===== config.mk =====
export PLATFORM = sky130hd
export DESIGN_NAME = alu_seq
export DESIGN_NICKNAME = d
export VERILOG_FILES = /design/src/rtl/alu_seq.sv
export SDC_FILE = /design/constraint.sdc
export NUM_CORES = 1
export LEC_CHECK = 0
export CELL_PAD_IN_SITES_DETAIL_PLACEMENT = 1
export CELL_PAD_IN_SITES_GLOBAL_PLACEMENT = 1
export CORE_AREA = 5 5 94 96
export CTS_CLUSTER_DIAMETER = 40
export DETAILED_ROUTE_END_ITERATION = 10
export DIE_AREA = 0 0 99 101
export GPL_ROUTABILITY_DRIVEN = 1
export PLACE_DENSITY_LB_ADDON = 0.1
export SLEW_MARGIN = 0
export SYNTH_ARGS = -nofsm -noshare
export SYNTH_HDL_FRONTEND = slang
export SYNTH_SLANG_ARGS = --single-unit

===== constraint.sdc =====
create_clock -name clk -period 4.4 [get_ports clk]
set_input_delay 0.66 -clock clk [delete_from_list [all_inputs] [get_ports clk]]
set_output_delay 0.66 -clock clk [all_outputs]
set_load 0.05 [all_outputs]

===== src/rtl/alu_seq.sv =====
// Sequential ALU with a ready/valid handshake on both sides. Rotations walk
// one bit per clock under a down-counter, and all other operations finish in one cycle.
//
// state | meaning
// IDLE  | ready for a request (in_ready=1)
// ROT   | rotating res one bit per edge until the counter expires
// DONE  | result held until the consumer takes it (out_valid=1)
module alu_seq #(
  parameter int WIDTH = 10,
  parameter int OPW   = 5
) (
  input  logic             clk,
  input  logic             rst_n,
  input  logic             in_valid,
  output logic             in_ready,
  input  logic [OPW-1:0]   opcode,
  input  logic [WIDTH-1:0] op1,
  input  logic [WIDTH-1:0] op2,
  output logic             out_valid,
  input  logic             out_ready,
  output logic [WIDTH-1:0] res,
  output logic             s,
  output logic             g,
  output logic             z,
  output logic             err
);

  localparam int CW = $clog2(WIDTH);

  localparam logic [OPW-1:0] OP_DEC_A = OPW'(5'b00101);
  localparam logic [OPW-1:0] OP_DEC_B = OPW'(5'b00110);
  localparam logic [OPW-1:0] OP_XOR_A = OPW'(5'b00111);
  localparam logic [OPW-1:0] OP_XOR_B = OPW'(5'b01000);
  localparam logic [OPW-1:0] OP_NAND_A = OPW'(5'b01001);
  localparam logic [OPW-1:0] OP_NAND_B = OPW'(5'b01010);
  localparam logic [OPW-1:0] OP_ROR_A = OPW'(5'b01011);
  localparam logic [OPW-1:0] OP_ROR_B = OPW'(5'b01100);
  localparam logic [OPW-1:0] OP_ROL   = OPW'(5'b01101);
  localparam logic [OPW-1:0] OP_INC   = OPW'(5'b10010);

  localparam logic [WIDTH-1:0] ONE = WIDTH'(1);

  typedef enum logic [1:0] {IDLE, ROT, DONE} state_t;

  state_t           state_q, state_d;
  logic [WIDTH-1:0] res_q, res_d;
  logic [CW-1:0]    cnt_q, cnt_d;
  logic             rol_q, rol_d;
  logic             g_q, g_d;
  logic             err_q, err_d;

  logic [WIDTH-1:0] alu_res;
  logic             alu_err;
  logic             is_rot;
  logic             rol_sel;
  logic [31:0]      op2_ext;
  logic [CW-1:0]    amt;
  logic [WIDTH-1:0] rotr1, rotl1;

  assign op2_ext = 32'(op2);
  assign amt     = CW'(op2_ext % 32'(WIDTH));
  assign rotr1   = {res_q[0], res_q[WIDTH-1:1]};
  assign rotl1   = {res_q[WIDTH-2:0], res_q[WIDTH-1]};

  always_comb begin
    alu_res = '0;
    alu_err = 1'b0;
    is_rot  = 1'b0;
    rol_sel = 1'b0;
    case (opcode)
      OP_DEC_A, OP_DEC_B:   alu_res = op1 - ONE;
      OP_XOR_A, OP_XOR_B:   alu_res = op1 ^ op2;
      OP_NAND_A, OP_NAND_B: alu_res = ~(op1 & op2);
      OP_ROR_A, OP_ROR_B:   is_rot = 1'b1;
      OP_ROL: begin
        is_rot  = 1'b1;
        rol_sel = 1'b1;
      end
      OP_INC:               alu_res = op1 + ONE;
      default:              alu_err = 1'b1;
    endcase
  end

  always_comb begin
    state_d = state_q;
    res_d   = res_q;
    cnt_d   = cnt_q;
    rol_d   = rol_q;
    g_d     = g_q;
    err_d   = err_q;
    case (state_q)
      IDLE: begin
        if (in_valid) begin
          g_d   = $signed(op1) > $signed(op2);
          err_d = alu_err;
          rol_d = rol_sel;
          if (is_rot) begin
            res_d   = op1;
            cnt_d   = amt;
            state_d = (amt == '0) ? DONE : ROT;
          end else begin
            res_d   = alu_res;
            cnt_d   = '0;
            state_d = DONE;
          end
        end
      end
      ROT: begin
        res_d = rol_q ? rotl1 : rotr1;
        cnt_d = cnt_q - CW'(1);
        if (cnt_q == CW'(1)) state_d = DONE;
      end
      DONE: begin
        if (out_ready) state_d = IDLE;
      end
      default: state_d = IDLE;
    endcase
  end

  always_ff @(posedge clk or negedge rst_n) begin
    if (!rst_n) begin
      state_q <= IDLE;
      res_q   <= '0;
      cnt_q   <= '0;
      rol_q   <= 1'b0;
      g_q     <= 1'b0;
      err_q   <= 1'b0;
    end else begin
      state_q <= state_d;
      res_q   <= res_d;
      cnt_q   <= cnt_d;
      rol_q   <= rol_d;
      g_q     <= g_d;
      err_q   <= err_d;
    end
  end

  assign in_ready  = (state_q == IDLE);
  assign out_valid = (state_q == DONE);
  assign res       = res_q;
  assign s         = res_q[WIDTH-1];
  assign z         = (res_q == '0);
  assign g         = g_q;
  assign err       = err_q;

endmodule

; Yosys cells after proc, flatten, opt, wreduce, memory -nomap -nowiden
; Cells that the tools add are included.
[totals]
register_bits = 19
inputBits = 29
out_inout_bits = 16
wordCells = 59
[classes]
add_sub_neg = 3
div_mod_pow = 1
magnitude_cmp = 1
n_eq_ne = 16
n_mux = 17
bitwise = 3
reduce_logical = 12
[ops]
columns = cell, count
row1 = $pmux W10 S4, 1
row2 = $mod A10 B4 Y32 const B, 1
row3 = $eq A5 B4 Y1 const B, 6
row4 = $mux W10, 3
row5 = $pmux W10 S2, 1
row6 = $eq A5 B3 Y1 const B, 3
row7 = $add A10 B1 Y10 const B, 1
row8 = $and A10 B10 Y10, 1
row9 = $gt A10 B10 Y1, 1
row10 = $logic_not A10 Y1, 1
row11 = $mux W2, 5
row12 = $not A10 Y10, 1
row13 = $reduce_or A10 Y1, 1
row14 = $sub A10 B1 Y10 const B, 1
row15 = $xor A10 B10 Y10, 1
row16 = $mux W4, 2
row17 = $pmux W4 S2, 1
row18 = $pmux W2 S3, 1
row19 = $reduce_or A2 Y1, 3
row20 = $eq A5 B5 Y1 const B, 1
row21 = $eq A4 B1 Y1 const B, 1
row22 = $logic_not A4 Y1, 1
row23 = $ne A2 B2 Y1 const B, 2
row24 = $reduce_and A2 Y1, 2
row25 = other kinds (9), 11

; Longest topological paths before layout
; Gate-level depths: netlist (run 1).
[depth]
ltp_word = 6
ltp_mapped = 19
ltp_nobuf = 18

; Least setup slack after synthesis (run 1)
; No wires, ideal clock.
[synth_timing]
path_kind = input to register
startpoint = input port op2[8]
endpoint = register cnt_q[3]
setup_ns = 0.133
arrival_time_ns = 4.314
required_time_ns = 4.267
setup_slack_ns = -0.046
path_stages = 16
path_buffers = 2
path_cell_list = or2_1 buf_2 ha_1 nand2b_1 o2111ai_2 a211oi_4 a21oi_1 a31oi_1 a21o_1 mux2_4 or3_4 and4b_1 buf_6 maj3_2 a211oi_2 a211oi_1
[synth_via]
elab_chain_len = 4
[synth_lines]
columns = item, line
row1 = "start, declared", 18  ; input logic [WIDTH-1:0] op2,
row2 = $mod A10 B4 Y32, 61  ; assign amt = CW'(op2_ext % 32'(WIDTH));
row3 = $mux W4, 97  ; if (is_rot) begin
row4 = $mux W4, 93  ; if (in_valid) begin
row5 = $pmux W4 S2, 91  ; case (state_q)
row6 = "end signal, assigned", 131  ; cnt_q <= cnt_d;
row7 = "end, declared", 47  ; logic [CW-1:0] cnt_q, cnt_d;
; No other way between the ends. The select of a mux whose other input is x is not followed.
; A chain may end at the register's enable or synchronous reset.

; Final worst setup path (run 1)
[layout_timing]
startpoint = input port op2[7]
endpoint = register state_q[0]
[layout_via]
elab_chain_len = 6
[layout_lines]
columns = item, line
row1 = $mod A10 B4 Y32, 61
row2 = $logic_not A4 Y1, 100  ; state_d = (amt == '0) ? DONE : ROT;
row3 = $mux W2, 100
row4 = $mux W2, 97
row5 = $mux W2, 93
row6 = $pmux W2 S3, 91
row7 = "end signal, assigned", 129  ; state_q <= state_d;
row8 = "end, declared", 45  ; state_t state_q, state_d;
; No other way between the ends. The select of a mux whose other input is x is not followed.

==> summary by stage, run 1 <==
Outcome
The run finished, with violations left. The final reports fail on negative setup slack.

Critical path
The largest single stage delay on the critical path is 400 ps. In this run the worst setup path begins at op2[7]. For the worst setup path, the data required time is 4560 ps. STA puts the critical path data arrival time at 4650 ps. The cell with the largest stage delay on the worst path is sky130_fd_sc_hd__or3b_1.

The top cell family by delay on the critical path is compound AO/OA/AOI/OAI gates. STA classifies the critical path endpoint as a flip-flop. Setup slack on the worst reg-to-reg path comes out at 2470 ps. The critical path ends at state_q[0]$_DFFE_PN0P_.

The maximum fanout along the worst path is 6. The worst flop-to-flop path endpoint is cnt_q[2]$_DFFE_PN0P_. STA classifies the critical path startpoint as a primary input.

The critical path depth in cells is 19. Among the stages of the critical path, the cell type that occurs most often is sky130_fd_sc_hd__buf_4. The class of the most critical setup path is in -> reg. Traced cell by cell, the critical path runs through dlygate4sd2_1 -> or2_4 -> ha_4 -> or3b_1 -> a21oi_2 -> o21ai_2 -> a211oi_4 -> nor2_4 -> buf_4 -> a211oi_2 -> nand3b_1 -> buf_4 -> nor3_4 -> o211ai_1 -> o2111ai_4 -> nor4_2 -> buf_4 -> o211ai_1 -> a22o_1. The reg-to-reg startpoint is state_q[1]$_DFFE_PN0P_. The logic depth of the worst register-to-register path is 6.

Counting both buffers and inverters, the worst setup path holds a total of 4.

Global routing
Entering global routing, the biggest net connects 25 pins. The overall overflow remaining after global route is 0. Across every metal layer, demand over resource in global routing totals 25.24%. The number of antenna violations at the first check in global routing is 1. The first-pass GRT wire length is 21,000 um. The number of global-route vias before repair came to 4,242.

STA
The worst hold slack is 488.9 ps. The maximum clock frequency is 222.8 MHz. The worst-case clock skew is 4.406 ps. Setup slack on the critical path of the routed design comes to -89.06 ps. Dividing the final minimum period by the clock period gives 102.0%.

For the pin with the worst max-slew slack, the measured transition is 936.2 ps. The final period demand of the worst path is 4489 ps. The final count of pins violating max slew is 0. Setup violations remaining at the end of the flow were counted as 5. The number of hold-slack violations in the final timing report was 0. Measured against its own limit, the worst slew margin works out to 37.39%.

Cells and area
The signed area change from the synthesized netlist to the final layout is 40.34%. Cells with a size suffix above 1 make up 25.09% of the layout. Once layout is complete, the cells apart from fillers number 672. At the end of the flow, the number of nets in the layout was 628. The final design utilization is 60.46%.

Clocking
TritonCTS built the clock tree. The cell sitting at the root of the clock tree is a sky130_fd_sc_hd__clkbuf_8. CTS saw 19 sinks. In this run the number of H-tree levels came out at 1. The deepest clock path buffer count is 2. After clock tree synthesis, the clock-pin slew on the worst setup and hold paths is 80 ps.

Buffers inserted to repair hold after CTS numbered 0. The clock insertion delay at the later pin of the skew report is 260 ps. The total CTS buffers is 3.

Synthesis
The predominant post-synthesis flop cell is sky130_fd_sc_hd__dfrtp_1. After Yosys synthesis, and, or, nand and nor cells account for 26.49% of the synthesized area. Synthesis instantiated 80 different standard cells from the library.

The share of the synthesized area in compound gates (AO/OA/AOI/OAI) is 31.85%. The synthesized instance count is 461. The synthesized-area fraction occupied by adder cells is 12.21%. By area, the combinational part of the netlist is dominated by compound AO/OA/AOI/OAI gates. The proportion of synthesized area in mux cells is 3.936%. The synthesized netlist occupies a cell area of 3433 um2. The number of enable flip-flop cells after synthesis is 0.

The sequential-to-total area share from yosys stat is 13.85%. The count of yosys warnings during synthesis is 0. The number of flip-flops and latches in the synthesized netlist is 19. When the netlist entered floorplanning its net count stood at 522. A synthesized cell averages 7.447 um2. After synthesis, the share of flip-flops with an asynchronous set or reset is 100.0%. Of the total synthesized cell area, the portion taken by XOR and XNOR cells is 5.102%.

Pwr
Power comes to 1.414 mW. Sequential cells account for 19.1% of the total power. The share of total power in combinational logic is 71.8%.

For this design the total switching power over the nets is 0.7075 mW. The share of total power dissipated in the clock network is 9.2%. The peak ir drop on the vdd network is 0.1203 mV. The internal power is 0.7069 mW. In this run the static leakage power is 2.016 nW. The switching power as a share of total power is 50.02%. The power per cell area is 293.6 nW/um2.

Detailed routing
The post-route antenna net violation count is 0. The post-detailed-route DRC marker count is 0. Wires add up to 13,750 um.

The final route contains 4,054 vias. The first routing iteration left 194 violations. The first detailed-routing pass took 4 iterations.

Dividing the detail-routed wire length by the instance count gives 20.46 um. In the routed layout, each cell is associated on average with a via count of 6.033.

Min path
The path type of the worst min-delay path is reg -> reg. The worst hold path begins at g$_DFFE_PN0P_. The number of cells on the worst hold path is 2.

Placed design
In this run the tool buffered the top-level ports with 44 buffer cells. Once detailed placement completed, the half-perimeter wirelength came to 9398 um. The worst-case setup slack after placement is -579.2 ps. At the end of routability-driven placement, the weighted congestion stood at 0.8618. The number of instances in the placed design is 648.

Run
Across the run, the number of max-cap violations was 0.

Floorplanning
The area enclosed by the die boundary is 9999 um2. During I/O placement, the number of pins put on the boundary was 45. Once the floorplan was initialized, standard cells occupied 43.08% of the core.

The vertical die dimension is 101 um. Row generation in the floorplan step produced 33 rows. The floorplan die width is 99 um. The placeable core region is 7969 um2.
==> power by group through the flow <==
stage,clock network [mW],registers [mW],logic (mW)
after floorplan,0,0.350,0.477
after global placement,0,0.268,0.844
after detailed placement,0,0.272,0.872
after CTS,0.132,0.269,0.922
after global routing,0.140,0.276,1.08
final,0.130,0.270,1.01
==> cell usage in the layout, fill, tap and decap left out, types with 6 or more instances in the layout <==
cell type / count
sky130_fd_sc_hd__nor2_1: 39
sky130_fd_sc_hd__o21ai_0: 20
sky130_fd_sc_hd__a21o_1: 7
sky130_fd_sc_hd__nand2_1: 49
sky130_fd_sc_hd__o211ai_1: 6
sky130_fd_sc_hd__dfrtp_1: 19
sky130_fd_sc_hd__nand3_1: 19
sky130_fd_sc_hd__nand2b_1: 8
sky130_fd_sc_hd__mux2i_1: 11
sky130_fd_sc_hd__o22ai_1: 13
sky130_fd_sc_hd__ha_1: 30
sky130_fd_sc_hd__xnor2_1: 14
sky130_fd_sc_hd__buf_4: 73
sky130_fd_sc_hd__nand4_1: 6
sky130_fd_sc_hd__clkdlybuf4s50_1: 41
sky130_fd_sc_hd__buf_6: 6
sky130_fd_sc_hd__inv_1: 24
sky130_fd_sc_hd__a21oi_1: 34
sky130_fd_sc_hd__o21bai_1: 7
sky130_fd_sc_hd__o221ai_1: 7
sky130_fd_sc_hd__nor2b_1: 10
==> through the flow <==
step                      setup TNS [ps]  cell area [um2]
after global placement             -1751             4349
after CTS                              0             4612
after floorplan                        0             3440
after global routing              -968.7             4818
after detailed placement           -2459             4349
final                             -294.1             4818
==> registers in the layout, indices dropped and copies added (netlist names) <==
name	flops
state_q	2
cnt_q	4
rol_q	1
res	10
err	1
g	1
==> worst min-delay path by stage <==
| stage | endpoint |
|---|---|
| 2_1_floorplan | cnt_q[0]$_DFFE_PN0P_ |
| 3_3_place_gp | g$_DFFE_PN0P_ |
| 3_5_place_dp | g$_DFFE_PN0P_ |
| 4_1_cts | g$_DFFE_PN0P_ |
| 5_1_grt | g$_DFFE_PN0P_ |
| 6_report | g$_DFFE_PN0P_ |
==> worst min-delay path, stage by stage, from the launching register on <==
cell and delay [ps]:
sky130_fd_sc_hd__dfrtp_1 350, sky130_fd_sc_hd__nand2_1 50, sky130_fd_sc_hd__o31ai_1 50
==> synth_stat cells (2+ instances only) <==
master                      instances  area share, %
sky130_fd_sc_hd__buf_1              2           0.22
sky130_fd_sc_hd__nand3b_1           3           0.66
sky130_fd_sc_hd__a211o_1            3           0.77
sky130_fd_sc_hd__o41ai_1            2           0.51
sky130_fd_sc_hd__and3_1             4           0.73
sky130_fd_sc_hd__ha_1              31             11
sky130_fd_sc_hd__buf_2              3           0.44
sky130_fd_sc_hd__nand4_1            6            1.1
sky130_fd_sc_hd__a21oi_1           37            5.4
sky130_fd_sc_hd__o221ai_1           9            2.3
sky130_fd_sc_hd__or4_1              2           0.44
sky130_fd_sc_hd__o22ai_1           13            2.4
sky130_fd_sc_hd__buf_6              2           0.66
sky130_fd_sc_hd__nor2b_1           11            2.0
sky130_fd_sc_hd__clkbuf_1          12            1.3
sky130_fd_sc_hd__or2_2              2           0.36
sky130_fd_sc_hd__a31oi_1            2           0.36
sky130_fd_sc_hd__a211oi_2           3            1.1
sky130_fd_sc_hd__buf_4              5            1.1
sky130_fd_sc_hd__dfrtp_1           19             14
sky130_fd_sc_hd__o2111ai_1          4            1.0
sky130_fd_sc_hd__o21a_1             5            1.1
sky130_fd_sc_hd__or2_1              3           0.55
sky130_fd_sc_hd__and2_1             2           0.36
sky130_fd_sc_hd__nand2b_1           9            1.6
sky130_fd_sc_hd__nand4bb_1          2           0.66
sky130_fd_sc_hd__or3b_1             2           0.51
sky130_fd_sc_hd__xnor2_1           14            3.6
sky130_fd_sc_hd__a21o_1             7            1.5
sky130_fd_sc_hd__nor2_1            43            4.7
sky130_fd_sc_hd__nor3_1             7            1.0
sky130_fd_sc_hd__nand3_1           20            2.9
sky130_fd_sc_hd__o21ai_0           22            3.2
sky130_fd_sc_hd__o211a_1            2           0.58
sky130_fd_sc_hd__inv_1             24            2.6
sky130_fd_sc_hd__nor4_1             2           0.36
sky130_fd_sc_hd__nand4b_1           3           0.77
sky130_fd_sc_hd__a211oi_1           4           0.87
sky130_fd_sc_hd__nand2_1           49            5.4
sky130_fd_sc_hd__o31ai_1            3           0.66
sky130_fd_sc_hd__a41oi_1            2           0.51
sky130_fd_sc_hd__o211ai_1           6            1.3
sky130_fd_sc_hd__mux2i_1           12            3.5
sky130_fd_sc_hd__o21bai_1           7            1.5
==> final cells by class <==
cell class                      count  area, um2
Multi-Input combinational cell    392       2983
Fill cell                         979       3151
Inverter                           26      97.59
Timing Repair Buffer              125       1082
Clock inverter                      1      5.005
Antenna cell                        1      2.502
Clock buffer                        3      41.29
Tap cell                          105      131.4
Sequential cell                    19      475.5
==> routing by layer <==
metal	wire (um)	global-route usage [%]	vias to the layer above
met3	506	2.353	54
met1	5707	30.38	1962
met4	623	8.718	0
li1	-	-	1916
met5	0	0	-
met2	6911	46.64	122
==> cell families after synthesis <==
group	count (synthesis)
AND/OR/NAND/NOR	178
adder cells (fa/ha/maj)	33
flip-flops	19
AO/OA/AOI/OAI	151
multiplexers	13
buffers and inverters	50
XOR/XNOR	17
==> what timing repair did <==
action	in CTS	in global routing
setup endpoints to repair	5	5
pin swaps	21	29
setup buffers	10	8
cloned	1	0
gates resized for setup	26	32
(Power assumes the default switching activity.)
==> run 2, diff against run 1 <==
--- a/config.mk
+++ b/config.mk
@@ -5,7 +5,7 @@
 export SDC_FILE = /design/constraint.sdc
 export NUM_CORES = 1
 export LEC_CHECK = 0
-export CELL_PAD_IN_SITES_DETAIL_PLACEMENT = 1
+export CELL_PAD_IN_SITES_DETAIL_PLACEMENT = 0
 export CELL_PAD_IN_SITES_GLOBAL_PLACEMENT = 1
 export CORE_AREA = 5 5 94 96
 export CTS_CLUSTER_DIAMETER = 40
==> summary by stage, run 2 (same netlist as run 1, synthesis figures left out) <==
Outcome
The flow ran to the end, and the final reports show no timing, DRC or antenna violations.

Detailed routing
The detailed-routing wirelength on met1 is 4919 um. In this run the remaining antenna-violating nets after routing total 0. The post-detailed-route DRC marker count is 0.

The total number of vias is 3,789. Summed over all nets, wire length on met2 after detailed routing comes to 5028 um. The total routed wirelength is 10,500 um. Dividing the detail-routed via count by the number of cells gives 5.681. Dividing the detail-routed wire length by the instance count gives 15.74 um. The top layer reached by signal wires is met4. The number of DRC markers in iteration 0 is 126. Summed over all nets, wire length on met3 after detailed routing comes to 349 um. The number of iterations in the first detailed-routing pass is 4.

Cells and area
For this run, the post-layout net count is 624. In the final layout, the share of cells above drive strength 1 is 23.84%. The final-layout fill cell count is 727. The repair_antennas step left the layout with diodes totalling 0. The area growth from synthesis to layout is 39.10%.

In the layout the commonest cells are sky130_fd_sc_hd__buf_4, sky130_fd_sc_hd__nand2_1, sky130_fd_sc_hd__nor2_1, sky130_fd_sc_hd__clkdlybuf4s50_1, sky130_fd_sc_hd__a21oi_1. The register with the most flip-flops in the layout has 10 of them. The library cell used most frequently in the layout, excluding fill and tap cells, is sky130_fd_sc_hd__buf_4. The finished cells cover 4776 um2.

Pwr
The peak ir drop on the vdd network is 0.1194 mV. The total power after layout is 1.343 mW. In this run the static leakage power is 2.018 nW.

The power per cell area is 281.2 nW/um2.

STA
The slew at the pin with the worst max-slew slack is 930.2 ps. Dividing the final minimum period by the clock period gives 96.04%. Measured against its own limit, the worst slew margin works out to 37.80%. The final period demand of the worst path is 4226 ps. The final count of pins violating max slew is 0. The worst-case clock skew is 11.35 ps. Setup repair after global routing could not meet its margin everywhere. The setup violation total in the final timing report is 0. In the post-route analysis, the smallest setup slack over all paths is 174.3 ps. The number of hold-slack violations in the final timing report is 0. The maximum clock frequency is 236.6 MHz.

Min path
The tightest min-delay check is of the reg -> reg type.

Placed design
The final weighted congestion in routability-driven placement is 0.8618. Port buffering added 44 buffers. Summing all placed instances gives a cell area of 4349 um2. Timing analysis after detailed placement gives a worst setup slack of -552.4 ps. The total half-perimeter wirelength after legalization and detailed placement is 8051 um.

Floorplanning
The area enclosed by the die boundary is 9999 um2. The die is 99 um wide. The vertical die dimension is 101 um. The core region is 7969 um2. The number of placed I/O pins is 45. The starting utilization of the core area is 43.08%. After floorplanning, the core was divided into 33 placement rows.

Global routing
Entering global routing, the biggest net connects 25 pins. Global routing finished with a remaining overflow of 0. The number of antenna violations at the first check in global routing is 0. Global routing used 20.60% of the available tracks across all layers. The number of global-route vias before repair is 3,700. The first global-routing pass estimated 17,420 um of wire.

Run
The tool flagged a number of max-cap violations equal to 0.

Critical path
The worst setup path is launched from a primary input. The class of the most critical setup path is in -> reg. The reg-to-reg setup timing slack is 2620 ps. The worst setup path is captured at a flip-flop. The data arrival time of the critical path is 4380 ps. Walking the worst path, the cells encountered are dlymetal6s2s_1 -> or2_4 -> ha_4 -> nand4bb_1 -> o2111ai_2 -> a211oi_4 -> buf_6 -> nand2_4 -> a32oi_4 -> a211oi_2 -> nand3b_1 -> buf_6 -> nor3_4 -> o21a_1 -> o2111ai_4 -> or2_4 -> a221oi_1 -> a211oi_1. The delay contributed by the slowest stage of the critical path is 320 ps. The cell with the largest stage delay on the worst path is sky130_fd_sc_hd__ha_4. The maximum fanout along the worst path is 8. The worst endpoint required time is 4550 ps.

Clocking
The cell at the root of the clock tree is sky130_fd_sc_hd__clkbuf_8. CTS built an H-tree with a depth of 1. TritonCTS built the clock tree. Clock-pin slew was measured on the worst setup and hold paths at 80 ps. The deepest clock path buffer count is 2. The CTS sink count is 19.

The clock reaches the later pin of the worst-skew pair after 270 ps. The total CTS buffers is 3.
[run 2: timing repair]
action,CTS,global route
pin swaps,17,11
setup buffers,8,6
hold buffers,0,0
endpoints found under the setup margin,5,5
cloned,0,1
gates resized for setup,21,30
[run 2: final cells by class]
| cell class | instances | area, um2 | share of cell area, % |
|---|---|---|---|
| Multi-Input combinational cell | 392 | 2967 | 62.12 |
| Timing Repair Buffer | 121 | 1059 | 22.16 |
| Sequential cell | 19 | 475.5 | 9.955 |
| Tap cell | 105 | 131.4 | 2.751 |
| Inverter | 26 | 97.59 | 2.043 |
| Clock buffer | 3 | 41.29 | 0.8646 |
| Clock inverter | 1 | 5.005 | 0.1048 |
[run 2: where the power goes]
group / total (mW) / internal, mW / switching [mW] / leakage (nW)
registers: 0.266 / 0.217 / 0.0489 / 0.252
logic: 0.948 / 0.412 / 0.536 / 1.74
clock network: 0.129 / 0.0632 / 0.0659 / 0.0255
[run 2: path summary, 6_finish.rpt]
kind                            cells after the start              startpoint                   end
worst max register to register                      6  state_q[1]$_DFFE_PN0P_  cnt_q[2]$_DFFE_PN0P_
worst max-delay path                               18                  op2[7]  cnt_q[3]$_DFFE_PN0P_
worst min-delay path                                2         err$_DFFE_PN0P_       err$_DFFE_PN0P_
max in group asynchronous                           1                   rst_n    res[6]$_DFFE_PN0P_
worst min register to register                      2         err$_DFFE_PN0P_       err$_DFFE_PN0P_
min in group asynchronous                           1                   rst_n    res[0]$_DFFE_PN0P_
[run 2: metal layers]
layer / vias up / GRT usage (%)
li1: 1925 / -
met1: 1764 / 26.70
met2: 85 / 36.52
met3: 15 / 1.315
met4: 0 / 6.408
met5: - / 0
[run 2: worst max-delay path, delay by kind of cell]
family                     cells  cell delay (ps)
and+or+nand+nor                6             1320
AOI/OAI and AO/OA              8             1580
adders and majority gates      1              320
buffers and inverters          3              500
[run 2: stage by stage]
stage	TNS, ps	std cells	utilization [%]	hold WS [ps]
floorplan	0	461	-	364.4
global placement	-1751	648	54.58	463.3
detailed placement	-2192	648	54.58	466.3
CTS	0	660	57.29	483.8
global route	-62.36	667	59.93	493.4
finish	0	667	59.93	477.3
